### src/rtl/pb_port_master_pkg.sv
// Shared definitions for the port-bus master: FSM state encoding and command-queue entry layout.
package pb_port_master_pkg;

    typedef enum logic [1:0] {
        ST_IDLE   = 2'd0,
        ST_SETUP  = 2'd1,
        ST_STROBE = 2'd2,
        ST_IACK   = 2'd3
    } state_t;

    localparam int ENTRY_W = 17;

    typedef struct packed {
        logic       wr;
        logic [7:0] port;
        logic [7:0] data;
    } cmd_entry_t;

endpackage

### src/rtl/pb_cmd_fifo.sv
// Command queue for pb_port_master: power-of-two depth, registered count, no write-to-read bypass.
module pb_cmd_fifo
    import pb_port_master_pkg::*;
#(
    parameter int DEPTH = 4,
    parameter int WIDTH = ENTRY_W
) (
    input  logic             i_clk,
    input  logic             i_rst_n,
    input  logic             i_push,
    input  logic [WIDTH-1:0] i_wdata,
    input  logic             i_pop,
    output logic [WIDTH-1:0] o_rdata,
    output logic             o_full,
    output logic             o_empty
);

    localparam int AW = (DEPTH > 1) ? $clog2(DEPTH) : 1;
    localparam logic [AW:0] FULL_CNT = (AW + 1)'(DEPTH);

    logic [WIDTH-1:0] r_mem [DEPTH];
    logic [AW-1:0]    r_wr_ptr;
    logic [AW-1:0]    r_rd_ptr;
    logic [AW:0]      r_count;
    logic             w_push;
    logic             w_pop;

    assign w_push  = i_push && !o_full;
    assign w_pop   = i_pop && !o_empty;
    assign o_full  = (r_count == FULL_CNT);
    assign o_empty = (r_count == '0);
    assign o_rdata = r_mem[r_rd_ptr];

    // Pointers wrap naturally because DEPTH is a power of two.
    always_ff @(posedge i_clk) begin
        if (!i_rst_n) begin
            r_wr_ptr <= '0;
            r_rd_ptr <= '0;
            r_count  <= '0;
        end else begin
            if (w_push) r_wr_ptr <= r_wr_ptr + AW'(1);
            if (w_pop)  r_rd_ptr <= r_rd_ptr + AW'(1);
            case ({w_push, w_pop})
                2'b10:   r_count <= r_count + (AW + 1)'(1);
                2'b01:   r_count <= r_count - (AW + 1)'(1);
                default: r_count <= r_count;
            endcase
        end
    end

    always_ff @(posedge i_clk) begin
        if (w_push) r_mem[r_wr_ptr] <= i_wdata;
    end

endmodule

### src/rtl/pb_port_master.sv
// Port-bus master: queues read/write commands and plays them out as setup+strobe pairs, with interrupt acknowledge.
//   state  | meaning
//   IDLE   | waiting; interrupt wins over a queued command, else pop head
//   SETUP  | port_id/out_port valid, strobes low
//   STROBE | one-cycle write_strobe or read_strobe; read data captured at its end
//   IACK   | one-cycle interrupt_ack / irq_seen
module pb_port_master
    import pb_port_master_pkg::*;
#(
    parameter int FIFO_DEPTH = 4,
    parameter bit IRQ_ACK_EN = 1'b1
) (
    input  logic       sysclk,
    input  logic       sysreset,
    input  logic       cmd_valid,
    output logic       cmd_ready,
    input  logic       cmd_write,
    input  logic [7:0] cmd_port,
    input  logic [7:0] cmd_data,
    output logic       rsp_valid,
    output logic [7:0] rsp_port,
    output logic [7:0] rsp_data,
    output logic       busy,
    output logic       irq_seen,
    output logic [7:0] port_id,
    output logic [7:0] out_port,
    input  logic [7:0] in_port,
    output logic       write_strobe,
    output logic       read_strobe,
    input  logic       interrupt,
    output logic       interrupt_ack
);

    state_t             r_state;
    state_t             w_next;
    logic               w_pop;
    logic               w_full;
    logic               w_empty;
    logic [ENTRY_W-1:0] w_head;
    cmd_entry_t         w_entry;
    logic               r_is_write;
    logic [7:0]         r_port_id;
    logic [7:0]         r_out_port;
    logic               r_rsp_valid;
    logic [7:0]         r_rsp_port;
    logic [7:0]         r_rsp_data;

    pb_cmd_fifo #(
        .DEPTH (FIFO_DEPTH),
        .WIDTH (ENTRY_W)
    ) u_fifo (
        .i_clk   (sysclk),
        .i_rst_n (sysreset),
        .i_push  (cmd_valid),
        .i_wdata ({cmd_write, cmd_port, cmd_data}),
        .i_pop   (w_pop),
        .o_rdata (w_head),
        .o_full  (w_full),
        .o_empty (w_empty)
    );

    assign w_entry = cmd_entry_t'(w_head);

    always_ff @(posedge sysclk) begin
        if (!sysreset) r_state <= ST_IDLE;
        else           r_state <= w_next;
    end

    always_comb begin
        w_next = r_state;
        w_pop  = 1'b0;
        case (r_state)
            ST_IDLE: begin
                if (interrupt && IRQ_ACK_EN) begin
                    w_next = ST_IACK;
                end else if (!w_empty) begin
                    w_pop  = 1'b1;
                    w_next = ST_SETUP;
                end
            end
            ST_SETUP:  w_next = ST_STROBE;
            ST_STROBE: w_next = ST_IDLE;
            ST_IACK:   w_next = ST_IDLE;
            default:   w_next = ST_IDLE;
        endcase
    end

    // Bus registers load on the pop so they are already valid during SETUP.
    always_ff @(posedge sysclk) begin
        if (!sysreset) begin
            r_is_write  <= 1'b0;
            r_port_id   <= 8'h00;
            r_out_port  <= 8'h00;
            r_rsp_valid <= 1'b0;
            r_rsp_port  <= 8'h00;
            r_rsp_data  <= 8'h00;
        end else begin
            if (w_pop) begin
                r_is_write <= w_entry.wr;
                r_port_id  <= w_entry.port;
                if (w_entry.wr) r_out_port <= w_entry.data;
            end
            r_rsp_valid <= (r_state == ST_STROBE) && !r_is_write;
            if ((r_state == ST_STROBE) && !r_is_write) begin
                r_rsp_port <= r_port_id;
                r_rsp_data <= in_port;
            end
        end
    end

    always_comb begin
        write_strobe  = (r_state == ST_STROBE) && r_is_write;
        read_strobe   = (r_state == ST_STROBE) && !r_is_write;
        interrupt_ack = (r_state == ST_IACK);
        irq_seen      = (r_state == ST_IACK);
        busy          = (r_state != ST_IDLE) || !w_empty;
        cmd_ready     = !w_full;
    end

    assign port_id   = r_port_id;
    assign out_port  = r_out_port;
    assign rsp_valid = r_rsp_valid;
    assign rsp_port  = r_rsp_port;
    assign rsp_data  = r_rsp_data;

endmodule
### config.mk
export PLATFORM = sky130hd
export DESIGN_NAME = pb_port_master
export DESIGN_NICKNAME = d
export VERILOG_FILES = /design/src/rtl/pb_port_master_pkg.sv /design/src/rtl/pb_cmd_fifo.sv /design/src/rtl/pb_port_master.sv
export SDC_FILE = /design/constraint.sdc
export NUM_CORES = 1
export LEC_CHECK = 0
export CAP_MARGIN = 20
export CORE_MARGIN = 4
export CORE_UTILIZATION = 30
export CTS_CLUSTER_SIZE = 28
export DETAILED_ROUTE_END_ITERATION = 16
export PLACE_DENSITY = 0.5
export SYNTH_ARGS = -nofsm -noshare
export SYNTH_HDL_FRONTEND = slang
export SYNTH_SLANG_ARGS = --single-unit
### constraint.sdc
create_clock -name sysclk -period 7.13 [get_ports sysclk]
set_input_delay 1.426 -clock sysclk [delete_from_list [all_inputs] [get_ports sysclk]]
set_output_delay 1.426 -clock sysclk [all_outputs]
set_load 0.1 [all_outputs]
=== Word-level counts from Yosys, hierarchy flattened ===
Memory sizes are Yosys's and may differ from the RTL's. A register that Yosys moved wholly into a read port is not among the register bits.
Index checks and enable logic that the tools add are counted.

* Multiplexer cells: 11
* Eq/ne operators: 7
* Add/subtract/negate cells: 4
* Reductions and logical operators: 14

{| class="wikitable"
|+ Operator list
! operator !! count
|-
| $mux 2 || 4
|-
| $eq 2x2->1 const B || 3
|-
| $pmux 2 s3 || 1
|-
| $pmux 3 s2 || 1
|-
| $mux 1 || 5
|-
| $add 2x1->2 const B || 2
|-
| $eq 2x1->1 const B || 2
|-
| $logic_and 1x1->1 || 4
|-
| $reduce_bool 2->1 || 2
|-
| $add 3x1->3 const B || 1
|-
| $eq 3x3->1 const B || 1
|-
| $logic_not 1->1 || 3
|-
| $logic_not 3->1 || 1
|-
| $ne 3x3->1 const B || 1
|-
| $sub 3x1->3 const B || 1
|-
| $logic_not 2->1 || 1
|-
| $reduce_and 2->1 || 1
|-
| $reduce_or 2->1 || 1
|-
| $logic_or 1x1->1 || 1
|}

* Output and inout bits: 39
* Memories: 1
* Logic and storage cells: 47
* Bits in writable memories: 68
* Register bits: 43
* Input bits: 29

{| class="wikitable"
|+ Memories
! name !! words !! bits a word !! rd ports !! clocked after Yosys merged registers in !! wr ports !! line !! source
|-
| u_fifo.r_mem || 4 || 17 || 1 || 1 || 1 || pb_cmd_fifo.sv:21 || <nowiki>logic [WIDTH-1:0] r_mem [DEPTH];</nowiki>
|}

=== Depth between registers and ports, before layout ===
Gate-level depths: netlist of the first run.

* Depth in word-level cells: 7
* Mapped depth: 9
* Depth with buffers taken out: 8

=== Modules after synthesis ===
Synthesis of the first run repeated with hierarchy kept, for this count alone.

* Cell total of the unflattened synthesis: 296
* Area, all modules: 4399.2 um2

{| class="wikitable"
|+ Modules (own cells, without submodules)
! module !! times used !! cells each !! area an instance (um2)
|-
| pb_cmd_fifo || 1 || 143 || 2960.3
|-
| pb_port_master || 1 || 153 || 1438.9
|}

=== Worst setup path before layout of the first run ===
Ideal clock, no wire load.

* Path type: input port to flip-flop
* From: in interrupt
* To: reg u_fifo.r_count[2]
* Path buffers: 1
* Data required time: 7060 ps
* Setup slack: 3884 ps
* Data arrival time: 3175 ps
* Stages: 9
* Cell sequence: or3_4 clkbuf_1 nor2_1 ha_1 inv_1 fa_1 xor2_1 or3_1 a21oi_1

* Cells in the longest elaborated chain, start to end: 5
* Elaborated cells on any way between the ends: 7
* Classes of those cells: 2 x eq/ne; 3 x mux; 2 x reduce/logical

{| class="wikitable"
|+ Ends and longest elaborated chain
! what !! line !! source
|-
| from (decl) || pb_port_master.sv:30 || <nowiki>input logic interrupt,</nowiki>
|-
| $mux 1 * || pb_port_master.sv:74 || <nowiki>if (interrupt && IRQ_ACK_EN) begin</nowiki>
|-
| $mux 1 * || pb_port_master.sv:72 || <nowiki>case (r_state)</nowiki>
|-
| $logic_and 1x1->1 * || pb_cmd_fifo.sv:29 || <nowiki>assign w_pop = i_pop && !o_empty;</nowiki>
|-
| named net u_fifo.w_pop || pb_cmd_fifo.sv:26 || <nowiki>logic w_pop;</nowiki>
|-
| $eq 2x1->1 / $eq 2x2->1 (equally long branches) || pb_cmd_fifo.sv:43 || <nowiki>case ({w_push, w_pop})</nowiki>
|-
| $pmux 3 s2 / $reduce_bool 2->1 (equally long branches) || -- ||
|-
| to (signal assigned) || pb_cmd_fifo.sv:44 || <nowiki>2'b10: r_count <= r_count + (AW + 1)'(1);</nowiki>
|-
| to (signal assigned) || pb_cmd_fifo.sv:45 || <nowiki>2'b01: r_count <= r_count - (AW + 1)'(1);</nowiki>
|-
| to (signal assigned) || pb_cmd_fifo.sv:46 || <nowiki>default: r_count <= r_count;</nowiki>
|-
| to (decl) || pb_cmd_fifo.sv:24 || <nowiki>logic [AW:0] r_count;</nowiki>
|}

Mark *: on every way through the listed nets, which the timed path passes. The rest lies on a longest branch.
A chain may end at the register's enable or synchronous reset.

=== Final worst setup path of the first run ===
* From: reg r_state[1]
* To: out read_strobe

* Cells in the longest elaborated chain, start to end: 2

{| class="wikitable"
|+ Ends and longest elaborated chain
! what !! line !! source
|-
| from (decl) || pb_port_master.sv:34 || <nowiki>state_t r_state;</nowiki>
|-
| from (signal assigned) || pb_port_master.sv:66 || <nowiki>else r_state <= w_next;</nowiki>
|-
| $eq 2x2->1 || pb_port_master.sv:113 || <nowiki>read_strobe = (r_state == ST_STROBE) && !r_is_write;</nowiki>
|-
| $logic_and 1x1->1 || pb_port_master.sv:113 ||
|-
| to (decl) || pb_port_master.sv:29 || <nowiki>output logic read_strobe,</nowiki>
|}

No other way between the ends.

==> results by group, run 1 <==
Cells and area
  • Layout area overhead: 31.78%
  • Utilization after layout: between 40% and 50%
  • Antenna diodes: 0
  • # fillers: 1284
  • Share of layout cells above drive strength 1: between 10% and 20%
  • Final net count: slightly above 400

Setup path
  • CP Launch Type: flip-flop
  • Setup slack, reg-to-reg: around 4800 ps
  • Critical path's largest stage delay: 1160 ps
  • CP max-delay cell: clkdlybuf4s50_1
  • Crit-path max FO: 18
  • WP data required: 5700 ps
  • Critical Path AT: 2880 ps
  • CP cell instances: or3b_1 > clkinv_4 > clkdlybuf4s50_1
  • Crit end category: output pin
  • Crit path kind: flip-flop to output pin

Yosys
  • Simple-gate portion of the synthesized area: 8.935%
  • Yosys cell types: 34
  • Multiplexer area fraction after synthesis: 10.77%
  • Syn Area/Cell: between 10 and 15 um^2
  • Compound-Gate Fraction of Synth Area: just under 6%
  • Sequential share of the synthesized area: 68.45%
  • FF+latch count, synth: ~110
  • Post-Synth XOR/XNOR Area: less than 1%
  • Synth warn: 0
  • Mapped Nets: 339
  • Netlist Area Pre-Place: 4299 um^2
  • Combinational family with the most area after synthesis: multiplexers
  • Post-Synthesis Cells: 304
  • Adder-cell share of the synthesized area: 1.921%

Routing
  • Routed Antenna Nets: 0
  • Vias per cell: about 4.6
  • Drt first pass iters: 4
  • WL final: 8.712 mm
  • Iteration-0 DRC Markers: 94
  • DRC: 0
  • Vias: 2571
  • Wire per inst: 15.42 um

CTS
  • CTS buffer count: 17
  • Root Driver: clkbuf_16
  • Clk buf depth: 2
  • Hold Buf Count CTS: 0
  • Setup bufs post-CTS: 0
  • CTS Sinks: 113
  • Clock tree from TritonCTS: done
  • Register clock-pin slew on the reported worst setup and hold paths: 50 ps
  • Worst-Skew Late Latency: 400 ps
  • Clock H-tree levels: 4
  • Post-CTS Resized: 0

Timing
  • Max-slew headroom: 30.28%
  • Highest Clock Rate: 0.2323 GHz
  • Worst Slack Setup Final: ~2800 ps
  • Max Transition Viols Final: 0
  • Final number of hold-violating endpoints: 0
  • RSZ-0062 raised after global routing: false
  • Final setup viols: 0
  • Setup TNS: 0 ps
  • Fin crit period: 4305 ps
  • Worst-Margin Slew: 1039 ps
  • Worst Skew: 6.871 ps
  • Fin crit share: 60.38%

GRT
  • GR peak layer: met2
  • Met3 Use GR: ~4.1%
  • GR Util met1: 14.82%
  • First-pass GRT wire length: 14.28 mm
  • Remaining global-route overflow: 0
  • Largest net degree at the start of global routing: 36
  • GR Util met2: 17.31%
  • GR Util All Layers: 11.45%
  • Number of global-route vias before repair: ~2.7k
  • Antenna violations before repair: 0

Power
  • Combinational Power Share: approximately 25%
  • Power, Total: 0.002169 W
  • Peak supply drop: between 0.15 and 0.2 mV
  • Flop pwr share: around 37%
  • Power per Cell Area: 382.8 nW/um^2
  • P_leak: approximately 1.9 nW
  • Switching pwr: 0.0007027 W
  • Clock share of power: 37.9%
  • Switching Fraction: 32.40%
  • Internal power: 0.001466 W

Placed design
  • Detailed-placement wirelength estimate: about 5.6 mm
  • RD Place Congestion: 0.6890
  • # port buffers: 67
  • Setup WS pre-CTS: 3213 ps

Floorplan
  • Initial core utilization: 30.85%
  • Ports: 68
  • Width of the die: 127.7 um
  • Chip height: around 130 um
  • Std-Cell Rows: 43
  • Die footprint: 16310 um^2
  • Core ar.: between 10000 and 15000 um^2

Outcome
  • Status: complete, no violations

Job
  • Max-cap violations: 0

Hold path
  • Hold Path Class: flip-flop to flip-flop
per-stage QoR:
step	area (um^2)	hold WS [ps]	cells
finish	5665	452.6	565
global route	5665	474.6	565
CTS	5665	454.1	565
detailed placement	5091	446.8	534
global placement	5091	444.8	534
floorplan	4299	454.6	304
path summary, 6_finish.rpt:
check | from | end | depth (start not counted)
min | rsp_data[2] | rsp_data[2] | 2
max | r_state[1] | read_strobe | 3
min reg2reg | rsp_data[2] | rsp_data[2] | 2
max reg2reg | u_fifo.r_count[2] | u_fifo.r_count[2] | 8
cells by family after synthesis:
family / after synthesis
flops: 113
simple gates: 84
compound gates: 47
buf+inv: 27
mux: 25
fa+ha+maj: 6
xor+xnor: 2
power by group through the flow:
stage / combinational (W) / sequential, W / clock [W]
after floorplan: 0.000283 / 0.000950 / 0
after global placement: 0.000553 / 0.000810 / 0
after detailed placement: 0.000554 / 0.000812 / 0
after CTS: 0.000555 / 0.000799 / 0.000838
after global routing: 0.000590 / 0.000806 / 0.000866
final: 0.000549 / 0.000798 / 0.000821
registers in the layout (all words and copies together), names as in the netlist, named ones only:
signal / count
out_port: 8
port_id: 8
r_is_write: 1
r_state: 2
rsp_data: 8
rsp_port: 8
rsp_valid: 1
u_fifo.r_count: 3
u_fifo.r_mem: 68
u_fifo.r_rd_ptr: 2
u_fifo.r_wr_ptr: 2
area by class of cell:
cell class	instances	area (um^2)	area share (%)
Sequential cell	113	2943	51.94
Multi-Input combinational cell	164	1202	21.22
Timing Repair Buffer	69	685.7	12.10
Clock buffer	18	429.2	7.575
Tap cell	180	225.2	3.975
Clock inverter	13	145.1	2.562
Inverter	8	35.03	0.6184
synth_stat cells:
cell       n  area, um^2
edfxtp_1  68        2042
nand2_1   50       187.7
dfxtp_1   45       900.9
a21oi_1   30       150.1
mux4_2    17       382.9
nand3_1   12       60.06
o21ai_0   11       55.05
mux2i_1    8       80.08
clkbuf_1   7       26.28
nor2_1     7       26.28
inv_1      6       22.52
buf_6      5       56.30
ha_1       5       62.56
and3_1     4       25.02
buf_2      4       20.02
a21o_1     2       15.01
a21oi_2    2       17.52
nor3_1     2       10.01
or3_1      2       12.51
or3b_1     2       17.52
xor2_1     2       17.52
and2_2     1       7.510
and3b_1    1       8.760
buf_1      1       3.750
buf_4      1       7.510
clkbuf_2   1       5.000
clkinv_1   1       3.750
clkinv_4   1       8.760
fa_1       1       20.02
nor3_2     1       10.01
o211a_1    1       10.01
o31ai_1    1       7.510
or3_4      1       11.26
or4_1      1       7.510
critical path: cells and delay by family, from the launching register on:
| kind | cells | cell delay, ps |
|---|---|---|
| buffers and inverters | 2 | 1400 |
| DFF | 1 | 410 |
| and+or+nand+nor | 1 | 660 |
cells in the final DEF (no fill, tap or decap), types with 2 or more instances in the layout:
cell type | netlist | final
edfxtp_1 | 68 | 68
clkdlybuf4s50_1 | 0 | 67
nand2_1 | 50 | 50
dfxtp_1 | 45 | 45
a21oi_1 | 30 | 30
mux4_2 | 17 | 17
clkbuf_16 | 0 | 17
nand3_1 | 12 | 12
o21ai_0 | 11 | 11
mux2i_1 | 8 | 8
nor2_1 | 7 | 7
inv_1 | 6 | 6
ha_1 | 5 | 5
clkinv_2 | 0 | 5
and3_1 | 4 | 4
clkinv_1 | 1 | 3
bufinv_16 | 0 | 3
clkinvlp_4 | 0 | 3
nor3_1 | 2 | 2
or3b_1 | 2 | 2
a21oi_2 | 2 | 2
xor2_1 | 2 | 2
or3_1 | 2 | 2
a21o_1 | 2 | 2
buf_4 | 1 | 2
metal layers:
| metal | vias to the layer above | routed length [um] |
|---|---|---|
| met4 | 0 | 129 |
| li1 | 1246 | - |
| met1 | 1251 | 4065 |
| met2 | 63 | 4077 |
| met5 | - | 0 |
| met3 | 11 | 438 |
No activity file was read; power rests on OpenSTA's default activity.
==> run 2: changes to the inputs <==
==> constraint.sdc (replaced) <==
create_clock -name sysclk -period 4.3 [get_ports sysclk]
set_input_delay 0.86 -clock sysclk [delete_from_list [all_inputs] [get_ports sysclk]]
set_output_delay 0.86 -clock sysclk [all_outputs]
set_load 0.1 [all_outputs]
==> run 2 against run 1 <==
Net effect: count of clock-buffer cells in the layout up 2; cell count up 0.88%; setup slack worse by 1700 ps; register-to-register slack worse by 2700 ps; hold slack better by 3.3 ps; total power up 66%; non-clock buffer count up 4; clock skew up 0.79 ps; cell area up 0.55%; core utilization up 0.22 points; routed wire length down 0.16%; critical path type unchanged.
==> results by group, run 2 (synthesized netlist as in run 1, its figures left out) <==
Cells and area
  • # fillers: 1288 (was 1284)
  • Share of layout cells above drive strength 1: 14.87% (was 13.77%)
  • Antenna diodes: 0 (unchanged)
  • Number of flip-flops under the largest register name: 68 (unchanged)
  • Final net count: 412 (was 408)
  • Finished Cell Area: 5697 um^2 (was 5665 um^2)
  • Most flops, register: u_fifo.r_mem (unchanged)
  • Commonest cells after routing, fill and taps aside: edfxtp_1 (68), clkdlybuf4s50_1 (66), nand2_1 (50) (was edfxtp_1 (68), clkdlybuf4s50_1 (67), nand2_1 (50))
  • Utilization after layout: 40.88% (was 40.66%)
  • Commonest non-fill, non-tap cell in the layout: edfxtp_1 (unchanged)
  • Layout Cells excl Fill: 570 (was 565)
  • Layout area overhead: 32.51% (was 31.78%)

Routing
  • Routed Antenna Nets: 0 (unchanged)
  • Drt first pass iters: 4 (unchanged)
  • Vias per cell: 4.502 (was 4.550)
  • WL final: 8.698 mm (was 8.712 mm)
  • Vias: 2566 (was 2571)
  • Wire per inst: 15.26 um (was 15.42 um)
  • Iteration-0 DRC Markers: 147 (was 94)
  • DRC: 0 (unchanged)

Timing
  • Max-slew headroom: 32.39% (was 30.28%)
  • Worst Skew: 7.656 ps (was 6.871 ps)
  • Highest Clock Rate: 0.3184 GHz
  • Fin crit share: about three quarters
  • Worst-Margin Slew: 1011 ps (was 1039 ps)
  • Final setup viols: 0 (unchanged)
  • Fin crit period: 3141 ps
  • Final number of hold-violating endpoints: 0 (unchanged)
  • Max Transition Viols Final: 0 (unchanged)
  • RSZ-0062 raised after global routing: false (unchanged)
  • Setup TNS: 0 ps (unchanged)

Placed design
  • # port buffers: 67 (unchanged)
  • Post-DP Area: 5119 um^2 (was 5091 um^2)
  • RD Place Congestion: 0.6861 (was 0.6890)
  • Detailed-placement wirelength estimate: 5.599 mm (was 5.636 mm)
  • Placed Cells: 538 (was 534)

CTS
  • CTS buffer count: 17 (unchanged)
  • Clock H-tree levels: 4 (unchanged)
  • Post-CTS Resized: 0 (unchanged)
  • Clk buf depth: 2 (unchanged)
  • Register clock-pin slew on the reported worst setup and hold paths: 50 ps (about the same)
  • Worst-Skew Late Latency: 400 ps (about the same)
  • Setup bufs post-CTS: 0 (unchanged)
  • Clock tree from TritonCTS: done (unchanged)
  • CTS Sinks: 113 (unchanged)
  • Hold Buf Count CTS: 0 (unchanged)
  • Root Driver: clkbuf_16 (unchanged)

GRT
  • Antenna violations before repair: 0 (unchanged)
  • Remaining global-route overflow: 0 (unchanged)
  • Number of global-route vias before repair: 2605 (was 2667)
  • First-pass GRT wire length: 13.96 mm (was 14.28 mm)
  • Largest net degree at the start of global routing: 36 (unchanged)
  • GR Util All Layers: 11.36% (was 11.45%)

Floorplan
  • Core ar.: 13930 um^2 (unchanged)
  • Ports: 68 (unchanged)
  • Std-Cell Rows: 43 (unchanged)
  • Initial core utilization: 30.85% (unchanged)
  • Chip height: 127.7 um (unchanged)
  • Die footprint: 16310 um^2 (unchanged)
  • Width of the die: 127.7 um (unchanged)

Power
  • Flop pwr share: 36.7% (was 36.8%)
  • Peak supply drop: 0.3240 mV (was 0.1711 mV)
  • P_leak: 1.965 nW (was 1.943 nW)
  • Combinational Power Share: 25.5% (was 25.3%)
  • Clock share of power: 37.8% (was 37.9%)
  • Switching pwr: 0.001152 W (was 0.0007027 W)
  • Internal power: 0.002440 W (was 0.001466 W)
  • Power per Cell Area: 630.6 nW/um^2 (was 382.8 nW/um^2)
  • Switching Fraction: 32.07% (was 32.40%)

Hold path
  • Hold Path Cell Cnt: 2 (unchanged)
  • Sink of the worst hold path: rsp_port[4] (was rsp_data[2])
  • Hold_sp: rsp_port[4] (was rsp_data[2])
  • Hold Path Class: flip-flop to flip-flop (unchanged)

Setup path
  • Crit-path max FO: 10 (was 18)
  • Worst reg2reg path depth: 8 (unchanged)
  • CP Launch Type: flip-flop (unchanged)
  • Crit path kind: flip-flop to output pin (unchanged)
  • Worst reg2reg startpoint: u_fifo.r_count[2] (unchanged)
  • Setup slack, reg-to-reg: 2060 ps (was 4810 ps)
  • Crit end category: output pin (unchanged)
  • WP data required: 3440 ps (was 5700 ps)
  • Worst R2R End: u_fifo.r_count[2] (unchanged)
  • Critical Path AT: 2280 ps (was 2880 ps)

Job
  • Max-cap violations: 0 (unchanged)

Outcome
  • Status: complete, no violations (unchanged)
-- run 2: changes by cell type in the layout (fill, tap and decap cells not counted) --
cell	previous run	this run
buf_4	2	7
clkbuf_1	1	3
clkinv_1	3	2
clkdlybuf4s50_1	67	66
-- run 2: power groups by stage --
| stage | Sequential, W | Combinational, W | Clock (W) |
|---|---|---|---|
| floorplan | 0.00158 | 0.000470 | 0 |
| global placement | 0.00134 | 0.000924 | 0 |
| detailed placement | 0.00134 | 0.000929 | 0 |
| CTS | 0.00132 | 0.000932 | 0.00139 |
| global route | 0.00133 | 0.000987 | 0.00144 |
| finish | 0.00132 | 0.000917 | 0.00136 |
-- run 2: worst max-delay path by stage --
| stage | startpoint | end | slack (ps) | depth (start not counted) |
|---|---|---|---|---|
| global placement | interrupt | u_fifo.r_count[2] | 1170 | 9 |
| detailed placement | interrupt | u_fifo.r_count[2] | 1130 | 9 |
| floorplan | u_fifo.r_count[2] | u_fifo.r_count[2] | 1580 | 9 |
| global route | u_fifo.r_count[0] | cmd_ready | 1040 | 2 |
| CTS | u_fifo.r_count[0] | cmd_ready | 1110 | 2 |
| finish | u_fifo.r_count[2] | cmd_ready | 1160 | 2 |
-- run 2: final cells by class --
| type | instances | area [um^2] | area share, % |
|---|---|---|---|
| Sequential cell | 113 | 2943 | 51.66 |
| Clock inverter | 12 | 141.4 | 2.482 |
| Timing Repair Buffer | 73 | 713.2 | 12.52 |
| Multi-Input combinational cell | 164 | 1202 | 21.11 |
| Inverter | 8 | 35.03 | 0.6150 |
| Tap cell | 180 | 225.2 | 3.953 |
| Clock buffer | 20 | 436.7 | 7.665 |
-- run 2: worst max-delay path, cell delays in order, from the launching register on --
cell and delay, ps:
dfxtp_1 360, or3b_1 500, clkdlybuf4s50_1 1020
-- run 2: per-stage QoR --
stage / hold WS [ps] / worst slack [ps] / total power, W
floorplan: 454.6 / 1581 / 0.002045
global placement: 442.5 / 1173 / 0.002261
detailed placement: 450.5 / 1127 / 0.002270
CTS: 457.7 / 1112 / 0.003642
global route: 468.2 / 1044 / 0.003760
finish: 455.9 / 1160 / 0.003592
-- run 2: per-layer routing --
layer	vias up	GRT usage [%]	wire [um]
met3	9	3.792	341
li1	1262	-	-
met4	0	5.431	133
met2	54	17.22	4094
met5	-	0	0
met1	1241	14.70	4129
